==> src/rtl/bram_copy_engine.sv <==
// Block-copy initiator for a dual-port BRAM.
// Reads a run of words through port A and writes them through port B at one word per clock.
module bram_copy_engine #(
    parameter int DATA_WIDTH = 16,
    parameter int ADDR_WIDTH = 10
) (
    input  logic                  I_CLK,
    input  logic                  I_RESET,
    input  logic                  I_START,
    input  logic [ADDR_WIDTH-1:0] I_SRC_ADDR,
    input  logic [ADDR_WIDTH-1:0] I_DST_ADDR,
    input  logic [ADDR_WIDTH:0]   I_LENGTH,
    output logic                  O_BUSY,
    output logic                  O_DONE,
    output logic [ADDR_WIDTH:0]   O_COUNT,
    output logic [ADDR_WIDTH-1:0] O_ADDRESS_A,
    input  logic [DATA_WIDTH-1:0] I_DATA_A,
    output logic [ADDR_WIDTH-1:0] O_ADDRESS_B,
    output logic [DATA_WIDTH-1:0] O_DATA_B,
    output logic                  O_WRITE_ENABLE_B
);

    typedef enum logic [1:0] {IDLE, RUN, DRAIN, FINISH} state_t;

    localparam logic [ADDR_WIDTH:0] MAX_LEN = {1'b1, {ADDR_WIDTH{1'b0}}};
    localparam logic [ADDR_WIDTH:0] ONE     = (ADDR_WIDTH + 1)'(1);

    state_t                state;
    logic [ADDR_WIDTH-1:0] src;
    logic [ADDR_WIDTH-1:0] dst;
    logic [ADDR_WIDTH:0]   len;
    logic [ADDR_WIDTH:0]   rd_cnt;
    logic [ADDR_WIDTH:0]   wr_cnt;
    logic                  rd_valid;
    logic [ADDR_WIDTH:0]   len_clamped;
    logic [ADDR_WIDTH:0]   rd_next;
    logic [ADDR_WIDTH:0]   wr_next;

    assign len_clamped = (I_LENGTH > MAX_LEN) ? MAX_LEN : I_LENGTH;
    assign rd_next     = rd_cnt + ONE;
    assign wr_next     = wr_cnt + ONE;

    // rd_valid marks that port A captured an address on the previous edge,
    // so I_DATA_A holds a word that must be forwarded to port B on this edge.
    always_ff @(posedge I_CLK or posedge I_RESET) begin
        if (I_RESET) begin
            state            <= IDLE;
            src              <= '0;
            dst              <= '0;
            len              <= '0;
            rd_cnt           <= '0;
            wr_cnt           <= '0;
            rd_valid         <= 1'b0;
            O_BUSY           <= 1'b0;
            O_DONE           <= 1'b0;
            O_COUNT          <= '0;
            O_ADDRESS_A      <= '0;
            O_ADDRESS_B      <= '0;
            O_DATA_B         <= '0;
            O_WRITE_ENABLE_B <= 1'b0;
        end else begin
            rd_valid <= 1'b0;
            O_DONE   <= 1'b0;

            if (rd_valid) begin
                O_DATA_B         <= I_DATA_A;
                O_ADDRESS_B      <= dst + wr_cnt[ADDR_WIDTH-1:0];
                O_WRITE_ENABLE_B <= 1'b1;
                wr_cnt           <= wr_next;
            end else begin
                O_WRITE_ENABLE_B <= 1'b0;
            end

            if (O_WRITE_ENABLE_B) begin
                O_COUNT <= O_COUNT + ONE;
            end

            case (state)
                IDLE: begin
                    if (I_START) begin
                        src         <= I_SRC_ADDR;
                        dst         <= I_DST_ADDR;
                        len         <= len_clamped;
                        rd_cnt      <= '0;
                        wr_cnt      <= '0;
                        O_COUNT     <= '0;
                        O_BUSY      <= 1'b1;
                        O_ADDRESS_A <= I_SRC_ADDR;
                        state       <= (len_clamped == '0) ? FINISH : RUN;
                    end
                end
                RUN: begin
                    rd_valid <= 1'b1;
                    rd_cnt   <= rd_next;
                    // The read address holds on the last word rather than running ahead.
                    if (rd_next == len) begin
                        state <= DRAIN;
                    end else begin
                        O_ADDRESS_A <= src + rd_next[ADDR_WIDTH-1:0];
                    end
                end
                DRAIN: begin
                    if (rd_valid && wr_next == len) begin
                        state <= FINISH;
                    end
                end
                FINISH: begin
                    O_DONE <= 1'b1;
                    O_BUSY <= 1'b0;
                    state  <= IDLE;
                end
                default: state <= IDLE;
            endcase
        end
    end

endmodule

==> config.mk <==
export PLATFORM = sky130hd
export DESIGN_NAME = bram_copy_engine
export DESIGN_NICKNAME = d
export VERILOG_FILES = /design/src/rtl/bram_copy_engine.sv
export SDC_FILE = /design/constraint.sdc
export NUM_CORES = 1
export LEC_CHECK = 0
export BUFFER_PORTS_ARGS = -buffer_cell sky130_fd_sc_hd__buf_2
export CAP_MARGIN = 20
export CORE_MARGIN = 2
export CORE_UTILIZATION = 57
export DETAILED_ROUTE_END_ITERATION = 7
export PLACE_DENSITY = 0.86
export SKIP_LAST_GASP = 1
export SYNTH_ARGS = -nofsm -noshare
export SYNTH_HDL_FRONTEND = slang
export SYNTH_SLANG_ARGS = --single-unit
==> constraint.sdc <==
create_clock -name I_CLK -period 5 [get_ports I_CLK]
set_input_delay 1 -clock I_CLK [delete_from_list [all_inputs] [get_ports I_CLK]]
set_output_delay 1 -clock I_CLK [all_outputs]
set_load 0.03 [all_outputs]
==> impl_metrics.env <==
export IMPL_rows=38
export IMPL_clock_skew_ns=0.0125
export IMPL_cp_top_family="compound AO/OA/AOI/OAI gates"
export IMPL_p_switching_uw=353
export IMPL_first_pass_iters=5
export IMPL_areaGrowthSynthToFinish_pct=12.5
export IMPL_timing_critical_path_to="state[1]"
export IMPL_synth_xor_area_share_pct=9.66
export IMPL_muxShareOfSynthArea_pct=5.13
export IMPL_die_x_um=108
export IMPL_synthCells=646
export IMPL_coreArea_um2=10700
export IMPL_cts_setup_buffers=0
export IMPL_pwr_share_comb_pct=3.3
export IMPL_cp_max_fo=12
export IMPL_worstPathCellList="ha_1 -> nand3_4 -> or4_4 -> xnor2_2 -> o211ai_2 -> o21ai_2 -> o21a_2 -> mux2i_1"
export IMPL_synth_edf_count=0
export IMPL_critPathLaunchType="flop"
export IMPL_synth_simple_gate_area_share_pct=17.8
export IMPL_cp_slowest_stage_delay_ns=0.64
export IMPL_reg2reg_depth=8
export IMPL_fin_crit_sh_pct=64.3
export IMPL_power_frac_clock_pct=38.4
export IMPL_synth_compound_area_share_pct=14.6
export IMPL_grt_pass1_vias=5184
export IMPL_path_depth=8
export IMPL_pwr_share_seq_pct=58.3
export IMPL_grt_max_degree=72
export IMPL_yosys_register_bits=106
export IMPL_wl_per_cell_um=17.1
export IMPL_syn_num_nets=723
export IMPL_setup_viol=0
export IMPL_status="completed"
export IMPL_grt_overflow=0
export IMPL_ys_seq_area_share_pct=42.9
export IMPL_die_area_um2=11700
export IMPL_grt_usage_pct=27.0
export IMPL_fmax_mhz=311
export IMPL_p_int_mw=1.12
export IMPL_switching_share_pct=24.0
export IMPL_relSlewSlack_pct=29.3
export IMPL_die_h_um=108
export IMPL_drt_first_iter_violations=436
export IMPL_drc=0
export IMPL_synthFlopType="dfrtp_1"
export IMPL_timing_critical_path_buf_inv=0
export IMPL_cp_arrival_ns=3.53
export IMPL_hold_buffers=0
export IMPL_ys_warn_count=0
export IMPL_drive_above_1_share_pct=21.7
export IMPL_cap_viol_max_count=0
export IMPL_synth_area_leader_cell="dfrtp_1"
export IMPL_clkLatencyLatePin_ns=0.39
export IMPL_use_met2_pct=44.3
export IMPL_worst_setup_path_type="flop to flop"
export IMPL_fillers=853
export IMPL_htreeDepth=3
export IMPL_clock_path_buffers=2
export IMPL_synthTopCellsByArea="dfrtp_1 43%, nand2_1 6.7%, xnor2_1 5.1%"
export IMPL_syn_avg_cell_area_um2=9.56
export IMPL_p_per_area_nw_per_um2=211
export IMPL_io_pins=100
export IMPL_timing_final_crit_period_ns=3.22
export IMPL_avgViaCountPerCell=5.87
export IMPL_cp_data_required_time_ns=5.31
export IMPL_antennaDiodeCount=0
export IMPL_synth_distinct_cells=74
export IMPL_io_buffer_count=99
export IMPL_synthArstFlopShare_pct=100
export IMPL_vias=5119
export IMPL_final_max_slew_viol_count=0
export IMPL_ant_nets=0
export IMPL_synth_most_common_cell="nand2_1"
export IMPL_synth_adder_area_share_pct=5.71
export IMPL_power_leakage_nw=3.26
export IMPL_cts_sinks=106
export IMPL_ctsRootBufferMaster="clkbuf_8"
export IMPL_yosysTopAreaCellShare_pct=42.9
export IMPL_rsz0062_at_grt="no"
export IMPL_min_path_type="flop to flop"
export IMPL_fin_tns_setup_ns=0
export IMPL_ir_drop_uv=208
export IMPL_reg2reg_slack_ns=1.78
export IMPL_cts_tree="built"
export IMPL_gr_max_usage_layer="met2"
export IMPL_hold_viol=0
export IMPL_initial_core_util_pct=57.7
export IMPL_grt_use_met1_pct=35.4
export IMPL_fin_hold_ws_ns=0.490
export IMPL_antenna_found_initial=0
export IMPL_r2r_start="rd_cnt[0]"
export IMPL_layout_nets=804
export IMPL_totalWireLength_um=14900
export IMPL_dp_hpwl_um=10300
export IMPL_tightest_slew_ns=1.06
export IMPL_cp_startpoint="rd_cnt[0]"
export IMPL_ctsResizeCount=0
export IMPL_path_clk_slew_ns=0.11
export IMPL_slowest_stage="o21ai_2"
export IMPL_cts_inserted_buffers=9
export IMPL_crit_path_end_kind="flop"
export IMPL_grt_pass1_wl_um=24800
export IMPL_syn_area_um2=6180
export IMPL_gp_congestion=0.873
export IMPL_use_met3_pct=4.46
export IMPL_r2r_end="state[1]"
export IMPL_ys_top_cells_by_count="110 x nand2_1, 106 x dfrtp_1, 47 x nor2_1"
export IMPL_synth_top_family_by_area="simple AND/OR/NAND/NOR gates"
-- power by group through the flow --
| stage | clock, mW | combinational, mW | sequential, mW |
|---|---|---|---|
| 2_1_floorplan | 0 | 0.0192 | 0.874 |
| 3_3_place_gp | 0 | 0.0471 | 0.873 |
| 3_5_place_dp | 0 | 0.0493 | 0.874 |
| 4_1_cts | 0.574 | 0.0495 | 0.857 |
| 5_1_grt | 0.607 | 0.0547 | 0.857 |
| 6_report | 0.564 | 0.0482 | 0.857 |
-- registers in the layout, indices dropped and copies added (netlist names) --
register,count
len,11
rd_cnt,11
O_ADDRESS_B,10
state,2
wr_cnt,11
rd_valid,1
src,10
O_WRITE_ENABLE_B,1
O_DATA_B,16
O_BUSY,1
O_COUNT,11
O_ADDRESS_A,10
dst,10
O_DONE,1
-- final cells by class --
| type | instances | area [um2] | area share (%) |
|---|---|---|---|
| Multi-Input combinational cell | 479 | 3270 | 47.1 |
| Sequential cell | 106 | 2650 | 38.2 |
| Timing Repair Buffer | 105 | 541 | 7.78 |
| Tap cell | 140 | 175 | 2.52 |
| Clock buffer | 9 | 124 | 1.78 |
| Inverter | 26 | 100 | 1.44 |
| Clock inverter | 7 | 87.6 | 1.26 |
-- routing by layer --
metal,share of wire [%],wire length [um]
met3,5.6,834
met1,44,6530
met5,0,0
met2,48,7110
met4,2.7,400
-- through the flow --
stage / power (mW) / area (um2) / cells / setup WS, ns / util (%)
6_report: 1.47 / 6950 / 872 / 1.78 / 65.0
5_1_grt: 1.52 / 6950 / 872 / 1.66 / 65.0
4_1_cts: 1.48 / 6950 / 872 / 1.86 / 65.0
3_5_place_dp: 0.923 / 6740 / 856 / 1.89 / 63.0
3_3_place_gp: 0.921 / 6740 / 856 / 2.05 / 63.0
2_1_floorplan: 0.893 / 6180 / 646 / 1.21 / -
-- logic make-up (layout without fill, tap and decap cells) --
family,count (synthesis),in the layout
compound gates,124,124
xor+xnor,64,64
fa+ha+maj,27,27
flops,106,106
buf+inv,61,147
mux,29,29
simple gates,235,235
-- worst min-delay path by stage --
stage / endpoint / slack, ns / startpoint / cells after the start
floorplan: O_WRITE_ENABLE_B / 0.35 / rd_valid / 0
global placement: O_ADDRESS_B[6] / 0.46 / O_ADDRESS_B[6] / 2
detailed placement: O_ADDRESS_B[6] / 0.47 / O_ADDRESS_B[6] / 2
CTS: O_ADDRESS_B[6] / 0.49 / O_ADDRESS_B[6] / 2
global route: O_DATA_B[15] / 0.52 / O_DATA_B[15] / 1
finish: O_ADDRESS_B[6] / 0.49 / O_ADDRESS_B[6] / 2
-- worst reg2reg max path, stage by stage (launching register included) --
cell and delay, ns:
dfrtp_1 0.58, ha_1 0.40, nand3_4 0.17, or4_4 0.55, xnor2_2 0.17, o211ai_2 0.15, o21ai_2 0.64, o21a_2 0.28
mux2i_1 0.20
-- cell usage in the layout, fill, tap and decap left out, types with 4 or more instances in the layout --
| master | n |
|---|---|
| ha_1 | 25 |
| o21ai_0 | 26 |
| dfrtp_1 | 106 |
| mux2_2 | 21 |
| nand2_1 | 110 |
| xnor2_1 | 36 |
| clkbuf_8 | 9 |
| nand4_1 | 9 |
| a21oi_1 | 27 |
| inv_1 | 24 |
| o31ai_1 | 4 |
| a22o_1 | 11 |
| and3_1 | 4 |
| o2bb2ai_1 | 9 |
| nand3b_1 | 11 |
| nor2_1 | 47 |
| buf_2 | 99 |
| a21o_1 | 6 |
| nor4_1 | 4 |
| xor2_1 | 25 |
| nand3_1 | 15 |
| mux2i_1 | 8 |
| nor3_1 | 13 |
| buf_4 | 6 |
| or3_1 | 4 |
(Power assumes the default switching activity.)
